--- src/rtl/uart_rx.sv ---
// uart_rx: serial receiver for 8E1 frames (start 0, 8 data bits LSB first,
// even parity, stop 1). Each sample is taken HALF_BIT cycles into its bit.
// A completed frame updates RX_data_out and the error flags and pulses
// RX_valid for one cycle. The consumer is expected to take the byte in the
// RX_valid cycle; there is no ready/backpressure path, and the next frame
// overwrites the byte.
// Optional build macro UART_RX_SYNC_EN: when it is defined, the line passes
// through a 2-flop synchronizer reset to 1, which adds 2 cycles to every event.
module uart_rx #(
  parameter int CLKS_PER_BIT = 1
) (
  input  logic       clk,
  input  logic       rst,
  input  logic       RX_data_in,
  output logic [7:0] RX_data_out,
  output logic       RX_valid,
  output logic       RX_parity_err,
  output logic       RX_frame_err,
  output logic       RX_busy,
  output logic [2:0] o_dbg_state
);

  localparam int HALF_BIT = (CLKS_PER_BIT - 1) / 2;
  localparam int CW       = $clog2(CLKS_PER_BIT) + 1;
  localparam logic [CW-1:0] C_BIT_LAST  = CW'(CLKS_PER_BIT - 1);
  localparam logic [CW-1:0] C_HALF_LAST = CW'((HALF_BIT > 0) ? (HALF_BIT - 1) : 0);

  typedef enum logic [2:0] {
    S_IDLE   = 3'd0,
    S_START  = 3'd1,
    S_DATA   = 3'd2,
    S_PARITY = 3'd3,
    S_STOP   = 3'd4,
    S_BREAK  = 3'd5
  } state_t;

  state_t          r_state;
  state_t          w_next;
  logic            w_line;
  logic            w_tick;
  logic [CW-1:0]   r_cnt;
  logic [2:0]      r_bit;
  logic [7:0]      r_shift;
  logic            r_par;
  logic            r_perr;
  logic [7:0]      r_data;
  logic            r_valid;
  logic            r_perr_out;
  logic            r_ferr_out;
  logic            r_busy;

`ifdef UART_RX_SYNC_EN
  logic [1:0] r_sync;
  // Two-flop synchronizer; resets to the idle (high) line level
  always_ff @(posedge clk or posedge rst) begin
    if (rst) r_sync <= 2'b11;
    else     r_sync <= {r_sync[0], RX_data_in};
  end
  assign w_line = r_sync[1];
`else
  assign w_line = RX_data_in;
`endif

  // The sample point of the current bit is reached when the countdown hits 0
  assign w_tick = (r_cnt == '0);

  // State register
  always_ff @(posedge clk or posedge rst) begin
    if (rst) r_state <= S_IDLE;
    else     r_state <= w_next;
  end

  // Next-state logic; with HALF_BIT=0 the start sample is the detection cycle
  always_comb begin
    w_next = r_state;
    case (r_state)
      S_IDLE:   if (!w_line) w_next = (HALF_BIT == 0) ? S_DATA : S_START;
      S_START:  if (w_tick) w_next = w_line ? S_IDLE : S_DATA;
      S_DATA:   if (w_tick && (r_bit == 3'd7)) w_next = S_PARITY;
      S_PARITY: if (w_tick) w_next = S_STOP;
      S_STOP:   if (w_tick) w_next = w_line ? S_IDLE : S_BREAK;
      S_BREAK:  if (w_line) w_next = S_IDLE;
      default:  w_next = S_IDLE;
    endcase
  end

  // Bit timing, shift/parity accumulation and output registers
  always_ff @(posedge clk or posedge rst) begin
    if (rst) begin
      r_cnt      <= '0;
      r_bit      <= 3'd0;
      r_shift    <= 8'd0;
      r_par      <= 1'b0;
      r_perr     <= 1'b0;
      r_data     <= 8'd0;
      r_valid    <= 1'b0;
      r_perr_out <= 1'b0;
      r_ferr_out <= 1'b0;
      r_busy     <= 1'b0;
    end else begin
      r_valid <= 1'b0;
      case (r_state)
        S_IDLE: begin
          if (!w_line) begin
            r_busy <= 1'b1;
            r_bit  <= 3'd0;
            r_par  <= 1'b0;
            r_cnt  <= (HALF_BIT == 0) ? C_BIT_LAST : C_HALF_LAST;
          end
        end
        S_START: begin
          if (w_tick) begin
            r_cnt <= C_BIT_LAST;
            if (w_line) r_busy <= 1'b0;
          end else begin
            r_cnt <= r_cnt - 1'b1;
          end
        end
        S_DATA: begin
          if (w_tick) begin
            r_shift <= {w_line, r_shift[7:1]};
            r_par   <= r_par ^ w_line;
            r_bit   <= r_bit + 3'd1;
            r_cnt   <= C_BIT_LAST;
          end else begin
            r_cnt <= r_cnt - 1'b1;
          end
        end
        S_PARITY: begin
          if (w_tick) begin
            r_perr <= r_par ^ w_line;
            r_cnt  <= C_BIT_LAST;
          end else begin
            r_cnt <= r_cnt - 1'b1;
          end
        end
        S_STOP: begin
          if (w_tick) begin
            r_data     <= r_shift;
            r_perr_out <= r_perr;
            r_ferr_out <= ~w_line;
            r_valid    <= 1'b1;
            r_busy     <= 1'b0;
          end else begin
            r_cnt <= r_cnt - 1'b1;
          end
        end
        default: ;
      endcase
    end
  end

  assign RX_data_out   = r_data;
  assign RX_valid      = r_valid;
  assign RX_parity_err = r_perr_out;
  assign RX_frame_err  = r_ferr_out;
  assign RX_busy       = r_busy;
  assign o_dbg_state   = r_state;

endmodule

--- config.mk ---
export PLATFORM = sky130hd
export DESIGN_NAME = uart_rx
export DESIGN_NICKNAME = d
export VERILOG_FILES = /design/src/rtl/uart_rx.sv
export SDC_FILE = /design/constraint.sdc
export NUM_CORES = 1
export LEC_CHECK = 0
export BUFFER_PORTS_ARGS = -buffer_cell sky130_fd_sc_hd__buf_2
export CORE_MARGIN = 3
export CORE_UTILIZATION = 40
export DETAILED_ROUTE_END_ITERATION = 16
export PLACE_DENSITY = 0.63
export SLEW_MARGIN = 20
export SYNTH_ARGS = -nofsm -noshare
export SYNTH_HDL_FRONTEND = slang
export SYNTH_SLANG_ARGS = --single-unit
--- constraint.sdc ---
create_clock -name clk -period 1.4 [get_ports clk]
set_clock_uncertainty 0.05 [all_clocks]
set_input_delay 0 -clock clk [delete_from_list [all_inputs] [get_ports clk]]
set_output_delay 0 -clock clk [all_outputs]
set_load 0.02 [all_outputs]
==> summary.md <==
| Metric | Value |
|---|---|
| Status | finished clean |
| Leakage | 0.000741 µW |
| Total GRT Usage | 0.124 |
| First-pass GRT wire length | 3350 µm |
| Post-Synth XOR/XNOR Area | 0.00753 |
| TritonCTS clock tree | built |
| Synthesized area per cell | 14.5 µm² |
| Synth Area in Simple Gates | 0.0786 |
| GRT overflow | 0 |
| Adder-cell share of the synthesized area | 0.0215 |
| Clk sinks | 28 |
| Largest net degree at the start of global routing | 29 |
| Sequential share of the synthesized area | 0.603 |
| WL per Instance | 13.8 µm |
| IO Pins | 18 |
| Post-route ant nets | 0 |
| Max-cap violations | 0 |
| Worst Path Max Fanout | 5 |
| Clk_lat worst skew | 0.33 ns |
| Synth Register Bits | 28 |
| Area Growth Syn to Fin | 28.0% |
| CP Launch Point | o_dbg_state[0] |
| Die Area | 0.00359 mm² |
| Post-Syn Area | 0.00116 mm² |
| Input/output buffers | 17 |
| Hold Vio Cnt, Final | 0 |
| RSZ-0062 raised after global routing | yes |
| Worst Tran Pin Value | 0.348 ns |
| Nets@finish | 116 |
| Pwr dens | 2340 mW/mm² |
| Max frequency | 0.725 GHz |
| Async set or reset register ratio after synthesis | 1.00 |
| Worst r2r src | o_dbg_state[0] |
| Core area | 0.00261 mm² |
| Netlist cell types | 20 |
| H-tree Lvls | 1 |
| WS Path Type | reg2reg |
| Num CTS Buffers | 3 |
| WP data required | 1.59 ns |
| Synth top area share | 0.603 |
| Layout cell share with drive strength beyond 1 | 0.555 |
| Die height | 59.9 µm |
| Total power draw | 3480 µW |
| Final setup vio count | 0 |
| Mapped Cells | 80 |
| Die width | 59.9 µm |
| GPL Wtd Cong | 0.743 |
| DRT Wirelength | 1930 µm |
| Syn Nets | 85 |
| Max-Slew Margin vs Limit | 0.768 |
| Max incr delay on CP | 0.48 ns |
| 1st-pass router iterations | 2 |
| Via Count | 694 |
| Clk slew on worst S/H paths | 0.15 ns |
| Synth Area in Compound Gates | 0.0484 |
| Worst path slowest cell | dfrtp_2 |
| Crit-path cells | nor3b_4, buf_6, mux2_4 |
| Crit-path leading delay family | flip-flops |
| CP Capture Type | register |
| Dominant cells by area after synthesis | dfrtp_1 (60%), mux2_2 (18%), a22o_2 (2.6%) |
| Top-count cell post-synth | dfrtp_1 |
| Dpl hpwl | 1360 µm |
| Initial Utilization | 0.445 |
| CP Launch Type | register |
| Hold crit path type | in2async |
| Clock Path Buffers | 2 |
| Post-route setup slack | 0.0198 ns |
| Leading area contributor after synthesis | dfrtp_1 |
| Final worst-path cycle share | 0.986 |
| Fin crit period | 1.38 ns |
| Final slew viol count | 0 |
| Via density | 4.96 |
| Post-synth EDFFs | 0 |
| Ys flop type | dfrtp_1 |
| CP Buf/Inv Count | 1 |
| Row Count | 18 |
| Initial DRC Count | 14 |
| Post-synth top cells | dfrtp_1 (28), mux2_2 (19), nand2_1 (6) |
| Antenna cells | 0 |
| Mux contribution to synthesized area | 0.193 |
| VDD IR max | 1.59 mV |
| Root Driver | clkbuf_4 |
| Largest family of logic cells by synthesized area | multiplexers |
| Arr. time, crit path | 1.57 ns |
| Vias in the first global route | 718 |
| Initial antenna violation count | 0 |
| Ys Warns | 0 |
| Dpl ws | -0.00231 ns |
| DRC Markers | 0 |
-- timing repair --
item	CTS	global route
pin swaps	1	1
hold buffers	2	0
buffers inserted	1	2
setup endpoints to repair	7	16
resized for setup	0	7
endpoints found under the hold margin	30	0
-- cells by family after synthesis --
logic type,count (synthesis)
flip-flops,28
multiplexers,20
AND/OR/NAND/NOR,14
buffers and inverters,8
AO/OA/AOI/OAI,7
adder cells (fa/ha/maj),2
XOR/XNOR,1
-- flip-flops by register name, indices dropped and copies added (netlist names) --
name / count
RX_frame_err: 1
r_bit: 3
r_par: 1
o_dbg_state: 3
RX_data_out: 8
r_shift: 8
r_perr: 1
RX_parity_err: 1
RX_busy: 1
RX_valid: 1
-- per-stage QoR --
stage          hold slack (ns)   util  setup TNS [ns]  std cells  instance area, µm²
2_1_floorplan           0.0152      -          -0.735         80                1220
3_3_place_gp            0.0317  0.523               0        131                1370
3_5_place_dp            0.0393  0.523        -0.00359        131                1370
4_1_cts                  0.214  0.554               0        138                1450
5_1_grt                  0.247  0.569          -0.494        140                1490
6_report                 0.193  0.569               0        140                1490
-- routing by layer --
| metal | vias to the layer above | routed length (µm) | global-route usage |
|---|---|---|---|
| li1 | 336 | - | - |
| met1 | 344 | 911 | 0.157 |
| met2 | 12 | 924 | 0.210 |
| met3 | 2 | 84 | 0.0389 |
| met4 | 0 | 13 | 0.0190 |
| met5 | - | 0 | 0 |
-- cell usage in the layout, fill, tap and decap left out --
master	instances
o21ai_0	2
buf_12	1
o22a_1	1
buf_6	2
mux2_4	13
nor2_1	1
or3_4	1
a211oi_1	1
clkbuf_4	3
dfrtp_1	25
mux2_2	6
buf_2	17
nor3b_4	2
nand2_1	6
buf_4	9
inv_1	3
nor2b_1	1
or4b_1	1
dlygate4sd3_1	2
nor3_1	1
nand3b_1	1
a22o_2	3
bufinv_16	1
ha_1	2
mux2i_1	1
xnor2_1	1
dfrtp_2	3
-- report_power, final --
group	switching, µW	internal (µW)
sequential	254	1170
combinational	627	900
clock	236	290
-- worst min-delay path: cells and delay by family --
family                 cells  cell delay (ns)
buffers and inverters      4             1.01
-- final cells by class --
cell class	count	area, µm²
clock buffer	3	22.5
clock inverter	1	30.0
fill	218	1120
inverter	3	11.3
multi-input combinational	44	467
sequential	28	704
tap	30	37.5
timing repair buffer	31	215
-- worst paths after layout --
path,cells after the start,slack (ns),to
min in group clk,1,0.45,RX_busy
worst min-delay path,4,0.19,RX_data_out[5]
max in group asynchronous,4,0.82,o_dbg_state[0]
worst min register to register,1,0.45,RX_busy
worst max register to register,3,0.02,RX_data_out[0]
worst max-delay path,3,0.02,RX_data_out[0]
Power figures use the tool's default switching activity.
